### config.mk
export PLATFORM = sky130hd
export DESIGN_NAME = panel_input_conditioner
export DESIGN_NICKNAME = d
export VERILOG_FILES = /design/src/rtl/panel_pkg.sv /design/src/rtl/debounce_channel.sv /design/src/rtl/panel_input_conditioner.sv
export SDC_FILE = /design/constraint.sdc
export NUM_CORES = 1
export LEC_CHECK = 0
export ABC_CLOCK_PERIOD_IN_PS = 20600
export CORE_MARGIN = 2
export CORE_UTILIZATION = 45
export DETAILED_ROUTE_END_ITERATION = 6
export PLACE_DENSITY = 0.7
export SYNTH_ARGS = -nofsm -noshare
export SYNTH_HDL_FRONTEND = slang
export SYNTH_SLANG_ARGS = --single-unit
### constraint.sdc
create_clock -name clk -period 20.6 [get_ports clk]
set_input_delay 4.12 -clock clk [delete_from_list [all_inputs] [get_ports clk]]
set_output_delay 4.12 -clock clk [all_outputs]
set_load 0.05 [all_outputs]
### src/rtl/panel_pkg.sv
// rtl/panel_pkg.sv - shared types, timing defaults and width helpers for the panel input conditioner
package panel_pkg;

    typedef enum logic [1:0] {
        RPT_IDLE   = 2'd0,
        RPT_DELAY  = 2'd1,
        RPT_REPEAT = 2'd2
    } rpt_state_e;

    localparam int unsigned CLK_HZ              = 25_000_000;
    localparam int unsigned DEF_DEBOUNCE_CYCLES = 250_000;     // 10 ms
    localparam int unsigned DEF_REPEAT_DELAY    = 12_500_000;  // 0.5 s
    localparam int unsigned DEF_REPEAT_RATE     = 2_500_000;   // 0.1 s

    function automatic int unsigned max_u(input int unsigned a, input int unsigned b);
        return (a > b) ? a : b;
    endfunction

    // Bits needed to hold values 0..max_count; never less than one bit.
    function automatic int unsigned count_width(input int unsigned max_count);
        return (max_count < 1) ? 1 : $clog2(max_count + 1);
    endfunction

endpackage

### src/rtl/debounce_channel.sv
// rtl/debounce_channel.sv - one-bit synchroniser, debouncer and edge-strobe generator
module debounce_channel
    import panel_pkg::*;
#(
    parameter int unsigned DEBOUNCE_CYCLES = DEF_DEBOUNCE_CYCLES,
    parameter logic        INVERT          = 1'b0
) (
    input  logic clk,
    input  logic reset,
    input  logic raw_i,
    output logic level_o,
    output logic rise_o,
    output logic fall_o
);

    localparam int unsigned      CW       = count_width(DEBOUNCE_CYCLES);
    localparam logic [CW-1:0]    CNT_LAST = CW'(DEBOUNCE_CYCLES - 1);

    logic          sync1_q;
    logic          sync2_q;
    logic          synced;
    logic          stable_q;
    logic          stable_d;
    logic [CW-1:0] cnt_q;
    logic [CW-1:0] cnt_d;
    logic          rise_q;
    logic          rise_d;
    logic          fall_q;
    logic          fall_d;

    // Flops idle at the inactive pin level so the corrected value starts at 0.
    assign synced = sync2_q ^ INVERT;

    always_comb begin
        stable_d = stable_q;
        cnt_d    = '0;
        rise_d   = 1'b0;
        fall_d   = 1'b0;
        if (synced != stable_q) begin
            if (cnt_q == CNT_LAST) begin
                stable_d = ~stable_q;
                rise_d   = ~stable_q;
                fall_d   = stable_q;
            end else begin
                cnt_d = cnt_q + CW'(1);
            end
        end
    end

    always_ff @(posedge clk or posedge reset) begin
        if (reset) begin
            sync1_q  <= INVERT;
            sync2_q  <= INVERT;
            stable_q <= 1'b0;
            cnt_q    <= '0;
            rise_q   <= 1'b0;
            fall_q   <= 1'b0;
        end else begin
            sync1_q  <= raw_i;
            sync2_q  <= sync1_q;
            stable_q <= stable_d;
            cnt_q    <= cnt_d;
            rise_q   <= rise_d;
            fall_q   <= fall_d;
        end
    end

    assign level_o = stable_q;
    assign rise_o  = rise_q;
    assign fall_o  = fall_q;

endmodule

### src/rtl/panel_input_conditioner.sv
// rtl/panel_input_conditioner.sv - front-panel button/sense conditioning with per-button auto-repeat
module panel_input_conditioner
    import panel_pkg::*;
#(
    parameter int unsigned         N_BTN           = 6,
    parameter int unsigned         SENSE_W         = 8,
    parameter int unsigned         DEBOUNCE_CYCLES = DEF_DEBOUNCE_CYCLES,
    parameter int unsigned         REPEAT_DELAY    = DEF_REPEAT_DELAY,
    parameter int unsigned         REPEAT_RATE     = DEF_REPEAT_RATE,
    parameter logic [N_BTN-1:0]    BTN_INVERT      = '0,
    parameter logic [SENSE_W-1:0]  SENSE_INVERT    = '0,
    parameter logic [N_BTN-1:0]    REPEAT_MASK     = N_BTN'(6'b101000)
) (
    input  logic               clk,
    input  logic               reset,
    input  logic [N_BTN-1:0]   btn_raw,
    input  logic [SENSE_W-1:0] sense_raw,
    output logic [N_BTN-1:0]   btn_level,
    output logic [N_BTN-1:0]   btn_press,
    output logic [N_BTN-1:0]   btn_release,
    output logic [SENSE_W-1:0] sense_level,
    output logic               sense_change
);

    localparam int unsigned RW = count_width(max_u(REPEAT_DELAY, REPEAT_RATE));

    logic [N_BTN-1:0]   btn_rise;
    logic [N_BTN-1:0]   btn_fall;
    logic [SENSE_W-1:0] sense_rise;
    logic [SENSE_W-1:0] sense_fall;

    for (genvar g = 0; g < N_BTN; g++) begin : g_btn
        debounce_channel #(
            .DEBOUNCE_CYCLES (DEBOUNCE_CYCLES),
            .INVERT          (BTN_INVERT[g])
        ) u_deb (
            .clk     (clk),
            .reset   (reset),
            .raw_i   (btn_raw[g]),
            .level_o (btn_level[g]),
            .rise_o  (btn_rise[g]),
            .fall_o  (btn_fall[g])
        );
    end

    for (genvar g = 0; g < SENSE_W; g++) begin : g_sense
        debounce_channel #(
            .DEBOUNCE_CYCLES (DEBOUNCE_CYCLES),
            .INVERT          (SENSE_INVERT[g])
        ) u_deb (
            .clk     (clk),
            .reset   (reset),
            .raw_i   (sense_raw[g]),
            .level_o (sense_level[g]),
            .rise_o  (sense_rise[g]),
            .fall_o  (sense_fall[g])
        );
    end

    assign btn_release  = btn_fall;
    assign sense_change = |(sense_rise | sense_fall);

    for (genvar g = 0; g < N_BTN; g++) begin : g_rpt
        if (REPEAT_MASK[g]) begin : g_on
            rpt_state_e    state_q;
            rpt_state_e    state_d;
            logic [RW-1:0] cnt_q;
            logic [RW-1:0] cnt_d;
            logic          tick;

            // Counter counts down to zero; a release takes priority over a coinciding tick.
            always_comb begin
                state_d = state_q;
                cnt_d   = cnt_q;
                tick    = 1'b0;
                unique case (state_q)
                    RPT_IDLE: begin
                        if (btn_rise[g]) begin
                            state_d = RPT_DELAY;
                            cnt_d   = RW'(REPEAT_DELAY - 1);
                        end
                    end
                    RPT_DELAY, RPT_REPEAT: begin
                        if (btn_fall[g]) begin
                            state_d = RPT_IDLE;
                            cnt_d   = '0;
                        end else if (cnt_q == '0) begin
                            tick    = 1'b1;
                            state_d = RPT_REPEAT;
                            cnt_d   = RW'(REPEAT_RATE - 1);
                        end else begin
                            cnt_d = cnt_q - RW'(1);
                        end
                    end
                    default: begin
                        state_d = RPT_IDLE;
                        cnt_d   = '0;
                    end
                endcase
            end

            always_ff @(posedge clk or posedge reset) begin
                if (reset) begin
                    state_q <= RPT_IDLE;
                    cnt_q   <= '0;
                end else begin
                    state_q <= state_d;
                    cnt_q   <= cnt_d;
                end
            end

            assign btn_press[g] = btn_rise[g] | tick;
        end else begin : g_off
            assign btn_press[g] = btn_rise[g];
        end
    end

endmodule

==> results.toml, run 1 <==
[critical_path]
timing.setup.critical_path_class = "flip-flop to output port"
critPathMaxFanout = 11
worst_ep_required_time_ps = 16480
timing.reg2reg.setup_slack_ps = 17810
worstPathArrival_ps = 3510
crit_path_start_kind = "flip-flop"
endpoint_kind = "output port"

[floorplanning]
die-height_um = 202
io_pins = 43
die-width_um = 202
num_rows = 72
floorplan.initialDensity = 0.455
design.core.area_mm2 = 0.0386
design.die.area_mm2 = 0.0407

[synth]
synth_compound_area_frac = 0.0411
synthXorXnorAreaFrac = 0.121
synthCells = 1740
synth_async_sr_flop_share = 1.00
synthesis.nets = 1778
synth-adder-area-share = 0.0156
multiplexer_fraction_of_the_synthesized_cell_area = 0.0102
post_synth_simple_gate_area = 0.252
synth_warnings = 0
synth.yosys.seq_area_share = 0.532
postSynthRegisterBits = 374
synth_enable_flop_cells = 0
yosysUniqueCellTypes = 59
synth_ff_type = "sky130_fd_sc_hd__dfrtp_1"
netlist_area_mm2 = 0.0176
postSynthAreaPerCell_um2 = 10.1
synth_top_family_by_area = "simple AND/OR/NAND/NOR gates"

[outcome]
run_status = "complete, no violations"

[global_route]
global_route_wire_length_before_repair_mm = 56.2
grt_overflow = 0
antenna_violations_before_repair = 0
groute.usage.overall = 0.161
first_global_vias = 12100
grt_start_max_net_pins = 165

[sta]
period_share = 0.370
clock.fmax_ghz = 0.131
timing.setup.tns_ps = 0
period_minus_slack_ps = 7630
worst-slew-pin-transition_ps = 1020
clock_skew_ps = 8.37
setup_repair_after_global_routing_missed_its_margin = "false"
slew_headroom = 0.310
setup_viol_count_final = 0
maxSlewViolCount = 0
hold_violations = 0

[power]
vdd_drop_max_v = 0.0000770
leakagePower_nw = 8.50
power-per-cell-area_mw_per_mm2 = 74.8
post-layout-total-power_mw = 1.47

[detailed_routing]
route.vias.total = 12300
route.detailed.vias_per_inst = 5.33
postRouteAntennaNets = 0
route.detailed.wl_per_inst_um = 13.7
wirelength_mm = 31.7
count_of_unresolved_drc_violations_after_routing = 0
first_iter_violations = 820
first_pass_iters = 6

[cells_and_area]
finalNonFillerCells = 2313
synthToLayoutAreaGrowth_pct = 11.7
top_library_cells_by_usage_in_the_layout_fill_and_taps_aside = "374 x sky130_fd_sc_hd__dfrtp_1, 292 x sky130_fd_sc_hd__nor2_1, 141 x sky130_fd_sc_hd__xnor2_1"
layout_commonest_cell = "sky130_fd_sc_hd__dfrtp_1"
layout-drive-gt1-share = 0.0552
antenna_cells_inserted = 0
fillCellCount = 3390
nets = 1806

[place]
gp_congestion = 0.858
dp_cells = 2244
buffer_ports.inserted = 42
dpl.hpwl_mm = 20.7

[cts]
clk_root_buffer_cell = "sky130_fd_sc_hd__clkbuf_16"
htreeDepth = 2
cts_hold_repair.buffers = 0
post-cts-setup-buffer-count = 0
clock_insertion_delay_worst_skew_ps = 540
cts-buffers-inserted = 40
cts_sinks = 374
clock_path_buffers = 3
cts_tree = "yes"
cts_resized = 0
worst_path_clk_slew_ps = 60

[job]
cap_violations = 0

[min_path]
timing.hold.worst.class = "flip-flop to flip-flop"
## stage by stage
stage	setup slack (ps)	utilization	hold WS (ps)	instance area, um2
final	12970	0.509	346	19700
after floorplan	6090	-	331	17600
after global placement	13510	0.476	335	18400
after global routing	12770	0.509	354	19700
after CTS	12970	0.509	348	19700
after detailed placement	13470	0.476	335	18400
## cell usage after synthesis (2+ instances only)
master,count,share of area
sky130_fd_sc_hd__a21oi_1,22,0.0063
sky130_fd_sc_hd__a22oi_1,2,0.00085
sky130_fd_sc_hd__nor4_4,2,0.0024
sky130_fd_sc_hd__or4_1,11,0.0047
sky130_fd_sc_hd__ha_1,22,0.016
sky130_fd_sc_hd__o2111ai_1,2,0.0010
sky130_fd_sc_hd__mux2_2,16,0.010
sky130_fd_sc_hd__xnor2_1,141,0.070
sky130_fd_sc_hd__nor2b_1,11,0.0039
sky130_fd_sc_hd__o21bai_1,2,0.00085
sky130_fd_sc_hd__o22ai_1,2,0.00071
sky130_fd_sc_hd__o221ai_1,2,0.0010
sky130_fd_sc_hd__and3_1,45,0.016
sky130_fd_sc_hd__and2_1,7,0.0025
sky130_fd_sc_hd__nand2b_1,8,0.0028
sky130_fd_sc_hd__nor4_1,50,0.018
sky130_fd_sc_hd__and4_1,20,0.010
sky130_fd_sc_hd__nand2_1,115,0.025
sky130_fd_sc_hd__buf_2,3,0.00085
sky130_fd_sc_hd__nand3b_1,11,0.0047
sky130_fd_sc_hd__nor4b_1,16,0.0080
sky130_fd_sc_hd__o21ai_0,43,0.012
sky130_fd_sc_hd__or3_1,9,0.0032
sky130_fd_sc_hd__a31oi_1,8,0.0028
sky130_fd_sc_hd__xor2_1,103,0.051
sky130_fd_sc_hd__nand4b_1,5,0.0025
sky130_fd_sc_hd__o41ai_2,2,0.0018
sky130_fd_sc_hd__buf_4,24,0.010
sky130_fd_sc_hd__nand3_1,110,0.031
sky130_fd_sc_hd__nor3_1,58,0.016
sky130_fd_sc_hd__nand4_1,48,0.017
sky130_fd_sc_hd__or4_4,2,0.0013
sky130_fd_sc_hd__inv_1,43,0.0092
sky130_fd_sc_hd__nor4bb_1,4,0.0023
sky130_fd_sc_hd__nor2_1,292,0.062
sky130_fd_sc_hd__dfrtp_1,374,0.53
sky130_fd_sc_hd__o211ai_1,6,0.0026
sky130_fd_sc_hd__or2_2,5,0.0018
sky130_fd_sc_hd__o311ai_0,11,0.0055
sky130_fd_sc_hd__nor3b_1,32,0.014
sky130_fd_sc_hd__clkbuf_1,33,0.0070
## where the power goes
group	switching (mW)	internal (mW)
logic	0.0262	0.0106
clock network	0.278	0.405
registers	0.00736	0.744
## area by class of cell
type	count	area [um2]	share of cell area
sequential	374	9360	0.476
multi-input combinational	1261	7750	0.394
clock buffer	57	1170	0.0593
tap	518	648	0.0330
timing repair buffer	48	478	0.0243
inverter	43	169	0.00859
clock inverter	12	88.8	0.00452
## path summary, 6_finish.rpt
path / from / end / depth (start not counted)
max in group asynchronous: reset / g_btn[5].u_deb.cnt_q[6]$_DFF_PP0_ / 4
min: g_sense[2].u_deb.sync1_q$_DFF_PP0_ / g_sense[2].u_deb.sync2_q$_DFF_PP0_ / 0
max: g_rpt[3].g_on.cnt_q[2]$_DFFE_PP0P_ / btn_press[3] / 5
min reg2reg: g_sense[2].u_deb.sync1_q$_DFF_PP0_ / g_sense[2].u_deb.sync2_q$_DFF_PP0_ / 0
min in group asynchronous: reset / g_btn[5].u_deb.fall_o$_DFF_PP0_ / 2
max reg2reg: g_rpt[3].g_on.cnt_q[2]$_DFFE_PP0P_ / g_rpt[3].g_on.cnt_q[21]$_DFFE_PP0P_ / 5
## metal layers
| layer | part of all wire | track usage | up-vias |
|---|---|---|---|
| met3 | 0.044 | 0.0311 | 47 |
| met5 | 0 | 0 | - |
| met2 | 0.46 | 0.256 | 231 |
| met1 | 0.48 | 0.225 | 5986 |
| li1 | - | - | 6057 |
| met4 | 0.018 | 0.0454 | 0 |
## logic make-up (layout without fill, tap and decap cells)
logic type,count (synthesis),count (layout)
AO/OA/AOI/OAI,113,113
AND/OR/NAND/NOR,866,866
flip-flops,374,374
buffers and inverters,105,160
adder cells (fa/ha/maj),22,22
XOR/XNOR,244,244
multiplexers,16,16
## critical path: stages (launching register included)
cell	delay, ps
sky130_fd_sc_hd__dfrtp_1	460
sky130_fd_sc_hd__nor3_1	520
sky130_fd_sc_hd__nand3b_1	190
sky130_fd_sc_hd__or4_1	740
sky130_fd_sc_hd__o21bai_1	220
sky130_fd_sc_hd__clkdlybuf4s50_1	840
## state kept, by name, indices dropped and copies added, names as in the netlist, 6 cells and up
name and count:
g_btn.u_deb.cnt_q 108, g_btn.u_deb.fall_o 6, g_btn.u_deb.level_o 6, g_btn.u_deb.rise_o 6, g_btn.u_deb.sync1_q 6, g_btn.u_deb.sync2_q 6, g_rpt.g_on.cnt_q 48, g_sense.u_deb.cnt_q 144
g_sense.u_deb.fall_o 8, g_sense.u_deb.level_o 8, g_sense.u_deb.rise_o 8, g_sense.u_deb.sync1_q 8, g_sense.u_deb.sync2_q 8
Power figures use the tool's default switching activity.
==> run 2, diff against run 1 <==
ABC_CLOCK_PERIOD_IN_PS = 6600   (was 20600)
PLACE_DENSITY = 0.72   (was 0.7)
clock period = 6.6 ns   (was 20.6 ns; I/O delays follow)
==> results.toml, run 2 (same netlist as run 1, synthesis figures left out) <==
[sta]
slew_headroom = 0.301
clock_skew_ps = 10.6
maxSlewViolCount = 0
timing.setup.tns_ps = 0
timing.final.ws_setup_ps = 1820
setup_repair_after_global_routing_missed_its_margin = "false"
hold_violations = 0
whs_ps = 346
clock.fmax_ghz = 0.209
period_share = 0.724
period_minus_slack_ps = 4780
setup_viol_count_final = 0
worst-slew-pin-transition_ps = 1030

[global_route]
groute.layer.met3.usage = 0.0276
grt_start_max_net_pins = 192
global_route_wire_length_before_repair_mm = 56.8
groute.layer.met2.usage = 0.264
grt_overflow = 0
antenna_violations_before_repair = 0
groute.usage.overall = 0.162
first_global_vias = 12300
globalRouteMet1Util = 0.222
grt.busiest_layer = "met2"

[floorplanning]
io_pins = 43
design.core.area_mm2 = 0.0386
die-height_um = 202
design.die.area_mm2 = 0.0407
floorplan.initialDensity = 0.455
die-width_um = 202
num_rows = 72

[power]
vdd_drop_max_v = 0.000232
comb_power_share = 0.024
clock_power_share = 0.487
cellInternalPower_mw = 3.78
power-per-cell-area_mw_per_mm2 = 242
post-layout-total-power_mw = 4.80
share_seq_of_total_power = 0.489
leakagePower_nw = 8.55
net_switching_share_of_the_total_power = 0.214
power.switching_mw = 1.03

[outcome]
run_status = "complete, no violations"

[cts]
clock_path_buffers = 3
post-cts-setup-buffer-count = 0
htreeDepth = 2
cts_resized = 0
cts_tree = "yes"
clk_root_buffer_cell = "sky130_fd_sc_hd__clkbuf_16"
cts-buffers-inserted = 41
cts_sinks = 374
clock_insertion_delay_worst_skew_ps = 560
cts_hold_repair.buffers = 0
worst_path_clk_slew_ps = 60

[critical_path]
critical_path.cell_chain = "nor3_1, nand3b_1, or4_1, o21bai_1, clkdlybuf4s50_1"
timing.setup.critical_path_class = "flip-flop to output port"
worst_ep_required_time_ps = 5280
timing.reg2reg.setup_slack_ps = 3800
critical_path.top_delay_family = "simple AND/OR/NAND/NOR gates"
endpoint_kind = "output port"
critPathMaxFanout = 11
critical_path.startpoint = "g_rpt[3].g_on.cnt_q[2]$_DFFE_PP0P_"
worstPathArrival_ps = 3460
rr_startpoint = "g_rpt[3].g_on.cnt_q[0]$_DFFE_PP0P_"
crit_path_start_kind = "flip-flop"
max_stage_delay_ps = 820
critical_path.n_buffers_inverters = 1
crit_path_top_delay_cell = "sky130_fd_sc_hd__clkdlybuf4s50_1"

[cells_and_area]
synthToLayoutAreaGrowth_pct = 12.5
layout_commonest_cell = "sky130_fd_sc_hd__dfrtp_1"
postLayoutCellArea_mm2 = 0.0198
largestRegisters = "g_sense.u_deb.cnt_q: 144 flops, g_btn.u_deb.cnt_q: 108 flops, g_rpt.g_on.cnt_q: 48 flops"
largest_register_ff_count = 144
max_flop_register = "g_sense.u_deb.cnt_q"
post-route-util = 0.513
antenna_cells_inserted = 0
layout-drive-gt1-share = 0.0589
nets = 1807
fillCellCount = 3409
top_library_cells_by_usage_in_the_layout_fill_and_taps_aside = "374 x sky130_fd_sc_hd__dfrtp_1, 292 x sky130_fd_sc_hd__nor2_1, 141 x sky130_fd_sc_hd__xnor2_1"
finalNonFillerCells = 2318

[place]
detailed_place.area_mm2 = 0.0184
gp_congestion = 0.873
buffer_ports.inserted = 42
pre_cts_ws_ps = 2420
dpl.hpwl_mm = 20.1
dp_cells = 2244

[detailed_routing]
route.vias.total = 12200
route.detailed.vias_per_inst = 5.26
count_of_unresolved_drc_violations_after_routing = 0
first_iter_violations = 740
wirelength_mm = 31.4
postRouteAntennaNets = 0
route.detailed.wl_per_inst_um = 13.6
first_pass_iters = 5

[min_path]
timing.hold.worst.class = "flip-flop to flip-flop"
timing.hold.worst.start = "g_sense[6].u_deb.sync1_q$_DFF_PP0_"

[job]
cap_violations = 0
==> run 2: changes by cell type in the layout (fill, tap and decap cells not counted), moves of 2 or more <==
cell                         delta
sky130_fd_sc_hd__clkinv_2       -2
sky130_fd_sc_hd__clkbuf_1       -2
sky130_fd_sc_hd__clkbuf_8       -2
sky130_fd_sc_hd__bufinv_16      +3
sky130_fd_sc_hd__clkinvlp_4     +5
sky130_fd_sc_hd__clkbuf_16      +2
==> run 2: worst paths after layout <==
| check | end | depth (start not counted) |
|---|---|---|
| max | btn_press[3] | 5 |
| min | g_sense[6].u_deb.sync2_q$_DFF_PP0_ | 0 |
| max reg2reg | g_rpt[3].g_on.cnt_q[20]$_DFFE_PP0P_ | 7 |
| min reg2reg | g_sense[6].u_deb.sync2_q$_DFF_PP0_ | 0 |
| max in group asynchronous | g_btn[5].u_deb.cnt_q[13]$_DFF_PP0_ | 3 |
| min in group asynchronous | g_rpt[5].g_on.cnt_q[10]$_DFFE_PP0P_ | 2 |
==> run 2: metal layers <==
layer,up-vias,wire [um]
met2,202,14700
met3,47,1210
li1,6069,-
met1,5877,14900
met4,0,651
met5,-,0
==> run 2: power groups by stage <==
stage | combinational, mW | clock [mW] | sequential, mW
after floorplan | 0.0836 | 0 | 2.38
after global placement | 0.117 | 0 | 2.39
after detailed placement | 0.120 | 0 | 2.39
after CTS | 0.121 | 2.42 | 2.35
after global routing | 0.138 | 2.51 | 2.35
final | 0.115 | 2.34 | 2.35
==> run 2: layout make-up <==
| cell class | count | area (um2) | area share |
|---|---|---|---|
| Sequential cell | 374 | 9360 | 0.472 |
| Multi-Input combinational cell | 1261 | 7750 | 0.391 |
| Clock buffer | 55 | 1180 | 0.0596 |
| Tap cell | 518 | 648 | 0.0327 |
| Timing Repair Buffer | 48 | 490 | 0.0248 |
| Clock inverter | 19 | 219 | 0.0111 |
| Inverter | 43 | 165 | 0.00834 |
==> run 3, diff against run 2 <==
ABC_CLOCK_PERIOD_IN_PS = 4300   (was 6600)
clock period = 4.3 ns   (was 6.6 ns; I/O delays follow)
==> results.toml, run 3 (same netlist as run 1, synthesis figures left out) <==
[detailed_routing]
first_iter_violations = 683
route.detailed.vias_per_inst = 5.33
postRouteAntennaNets = 0
route.detailed.wl_per_inst_um = 13.8
route.vias.total = 12400
count_of_unresolved_drc_violations_after_routing = 0
first_pass_iters = 5
wirelength_mm = 32.0

[critical_path]
worstPathArrival_ps = 3210
worst_ep_required_time_ps = 3440
timing.setup.critical_path_class = "flip-flop to output port"
endpoint_kind = "output port"
crit_path_start_kind = "flip-flop"
critPathMaxFanout = 10
critical_path.cell_chain = "or4_1, nor4_4, buf_4, and3_1, a21o_1, clkdlybuf4s50_1"
critical_path.top_delay_family = "simple AND/OR/NAND/NOR gates"
critical_path.n_buffers_inverters = 2
crit_path_top_delay_cell = "sky130_fd_sc_hd__clkdlybuf4s50_1"
max_stage_delay_ps = 810

[global_route]
first_global_vias = 12500
groute.usage.overall = 0.165
grt_overflow = 0
global_route_wire_length_before_repair_mm = 57.7
antenna_violations_before_repair = 0
grt_start_max_net_pins = 104

[cts]
htreeDepth = 2
clk_root_buffer_cell = "sky130_fd_sc_hd__clkbuf_16"
cts-buffers-inserted = 41
clock_path_buffers = 3
cts_tree = "yes"
cts_sinks = 374
clock_insertion_delay_worst_skew_ps = 560
worst_path_clk_slew_ps = 60

[cells_and_area]
seq_area_mm2 = 0.00936
synthToLayoutAreaGrowth_pct = 13.1
layout_commonest_cell = "sky130_fd_sc_hd__dfrtp_1"
largest_register_ff_count = 144
top_library_cells_by_usage_in_the_layout_fill_and_taps_aside = "374 x sky130_fd_sc_hd__dfrtp_1, 292 x sky130_fd_sc_hd__nor2_1, 141 x sky130_fd_sc_hd__xnor2_1"
max_flop_register = "g_sense.u_deb.cnt_q"
largestRegisters = "g_sense.u_deb.cnt_q: 144 flops, g_btn.u_deb.cnt_q: 108 flops, g_rpt.g_on.cnt_q: 48 flops"
finalNonFillerCells = 2326
fillCellCount = 3433
layout-drive-gt1-share = 0.0653
post-route-util = 0.515
multiInputGateArea_mm2 = 0.00775
nets = 1814
antenna_cells_inserted = 0

[floorplanning]
design.die.area_mm2 = 0.0407
num_rows = 72
floorplan.initialDensity = 0.455
io_pins = 43
design.core.area_mm2 = 0.0386
die-height_um = 202
die-width_um = 202

[sta]
whs_ps = 337
period_minus_slack_ps = 4070
period_share = 0.946
hold_violations = 0
clock_skew_ps = 20.0
setup_repair_after_global_routing_missed_its_margin = "false"
maxSlewViolCount = 0
worst-slew-pin-transition_ps = 961
slew_headroom = 0.350
setup_viol_count_final = 0
timing.setup.tns_ps = 0
clock.fmax_ghz = 0.246

[place]
buffer_ports.inserted = 42
dp_cells = 2251
dpl.hpwl_mm = 20.9
gp_congestion = 0.886

[min_path]
timing.hold.worst.class = "flip-flop to flip-flop"

[outcome]
run_status = "complete, no violations"

[power]
power-per-cell-area_mw_per_mm2 = 376
vdd_drop_max_v = 0.000361
leakagePower_nw = 8.64

[job]
cap_violations = 0
==> run 3: worst reg2reg max path, delay by kind of cell (launching register included) <==
| kind | cells | cell delay [ps] |
|---|---|---|
| xor gates and xnor gates | 1 | 160 |
| DFF | 1 | 430 |
| buffers and inverters | 1 | 100 |
| adders and majority gates | 1 | 240 |
| and+or+nand+nor | 3 | 1490 |
| AOI/OAI and AO/OA | 1 | 80 |
==> run 3: cell type report <==
cell class / instances / share of cell area
clock buffer: 55 / 0.0608
clock inverter: 20 / 0.0123
inverter: 43 / 0.00829
multi-input combinational: 1261 / 0.389
sequential: 374 / 0.470
tap: 518 / 0.0325
timing repair buffer: 55 / 0.0268
==> run 3: where the power goes <==
group / switching [mW] / total, mW / leakage, nW / internal, mW
registers: 0.0353 / 3.60 / 5.13 / 3.57
logic: 0.126 / 0.179 / 2.79 / 0.0531
clock network: 1.43 / 3.71 / 0.717 / 2.28
==> run 3: final timing paths <==
kind                                               startpoint                              endpoint  slack, ps  cells after the start
setup / recovery           g_rpt[5].g_on.cnt_q[7]$_DFFE_PP0P_                          btn_press[5]        230                      6
hold reg to reg            g_sense[6].u_deb.sync1_q$_DFF_PP0_    g_sense[6].u_deb.sync2_q$_DFF_PP0_        340                      0
hold / removal             g_sense[6].u_deb.sync1_q$_DFF_PP0_    g_sense[6].u_deb.sync2_q$_DFF_PP0_        340                      0
min in group asynchronous                               reset  g_sense[5].u_deb.cnt_q[16]$_DFF_PP0_        700                      2
setup reg to reg           g_rpt[3].g_on.cnt_q[0]$_DFFE_PP0P_   g_rpt[3].g_on.cnt_q[20]$_DFFE_PP0P_       1660                      7
max in group asynchronous                               reset     g_btn[0].u_deb.cnt_q[2]$_DFF_PP0_       2430                      3
==> run 3: timing repair <==
action	CTS	global route
setup buffers	0	0
endpoints found under the hold margin	0	0
endpoints found under the setup margin	0	1
hold buffers	0	0
gates resized for setup	0	2
==> run 3: routing by layer <==
metal | wire length (um) | up-vias | GRT usage
met1 | 15100 | 6056 | 0.222
li1 | - | 6093 | -
met5 | 0 | - | 0
met4 | 771 | 0 | 0.0570
met3 | 1230 | 59 | 0.0322
met2 | 14900 | 180 | 0.267
==> run 3: per-stage QoR <==
| stage | power [mW] | worst slack, ps | area (um2) |
|---|---|---|---|
| 6_report | 7.49 | 232 | 19900 |
| 5_1_grt | 7.78 | 67.3 | 19900 |
| 4_1_cts | 7.61 | 29.8 | 19900 |
| 3_5_place_dp | 3.85 | 636 | 18500 |
| 3_3_place_gp | 3.84 | 669 | 18500 |
| 2_1_floorplan | 3.79 | -1580 | 17600 |
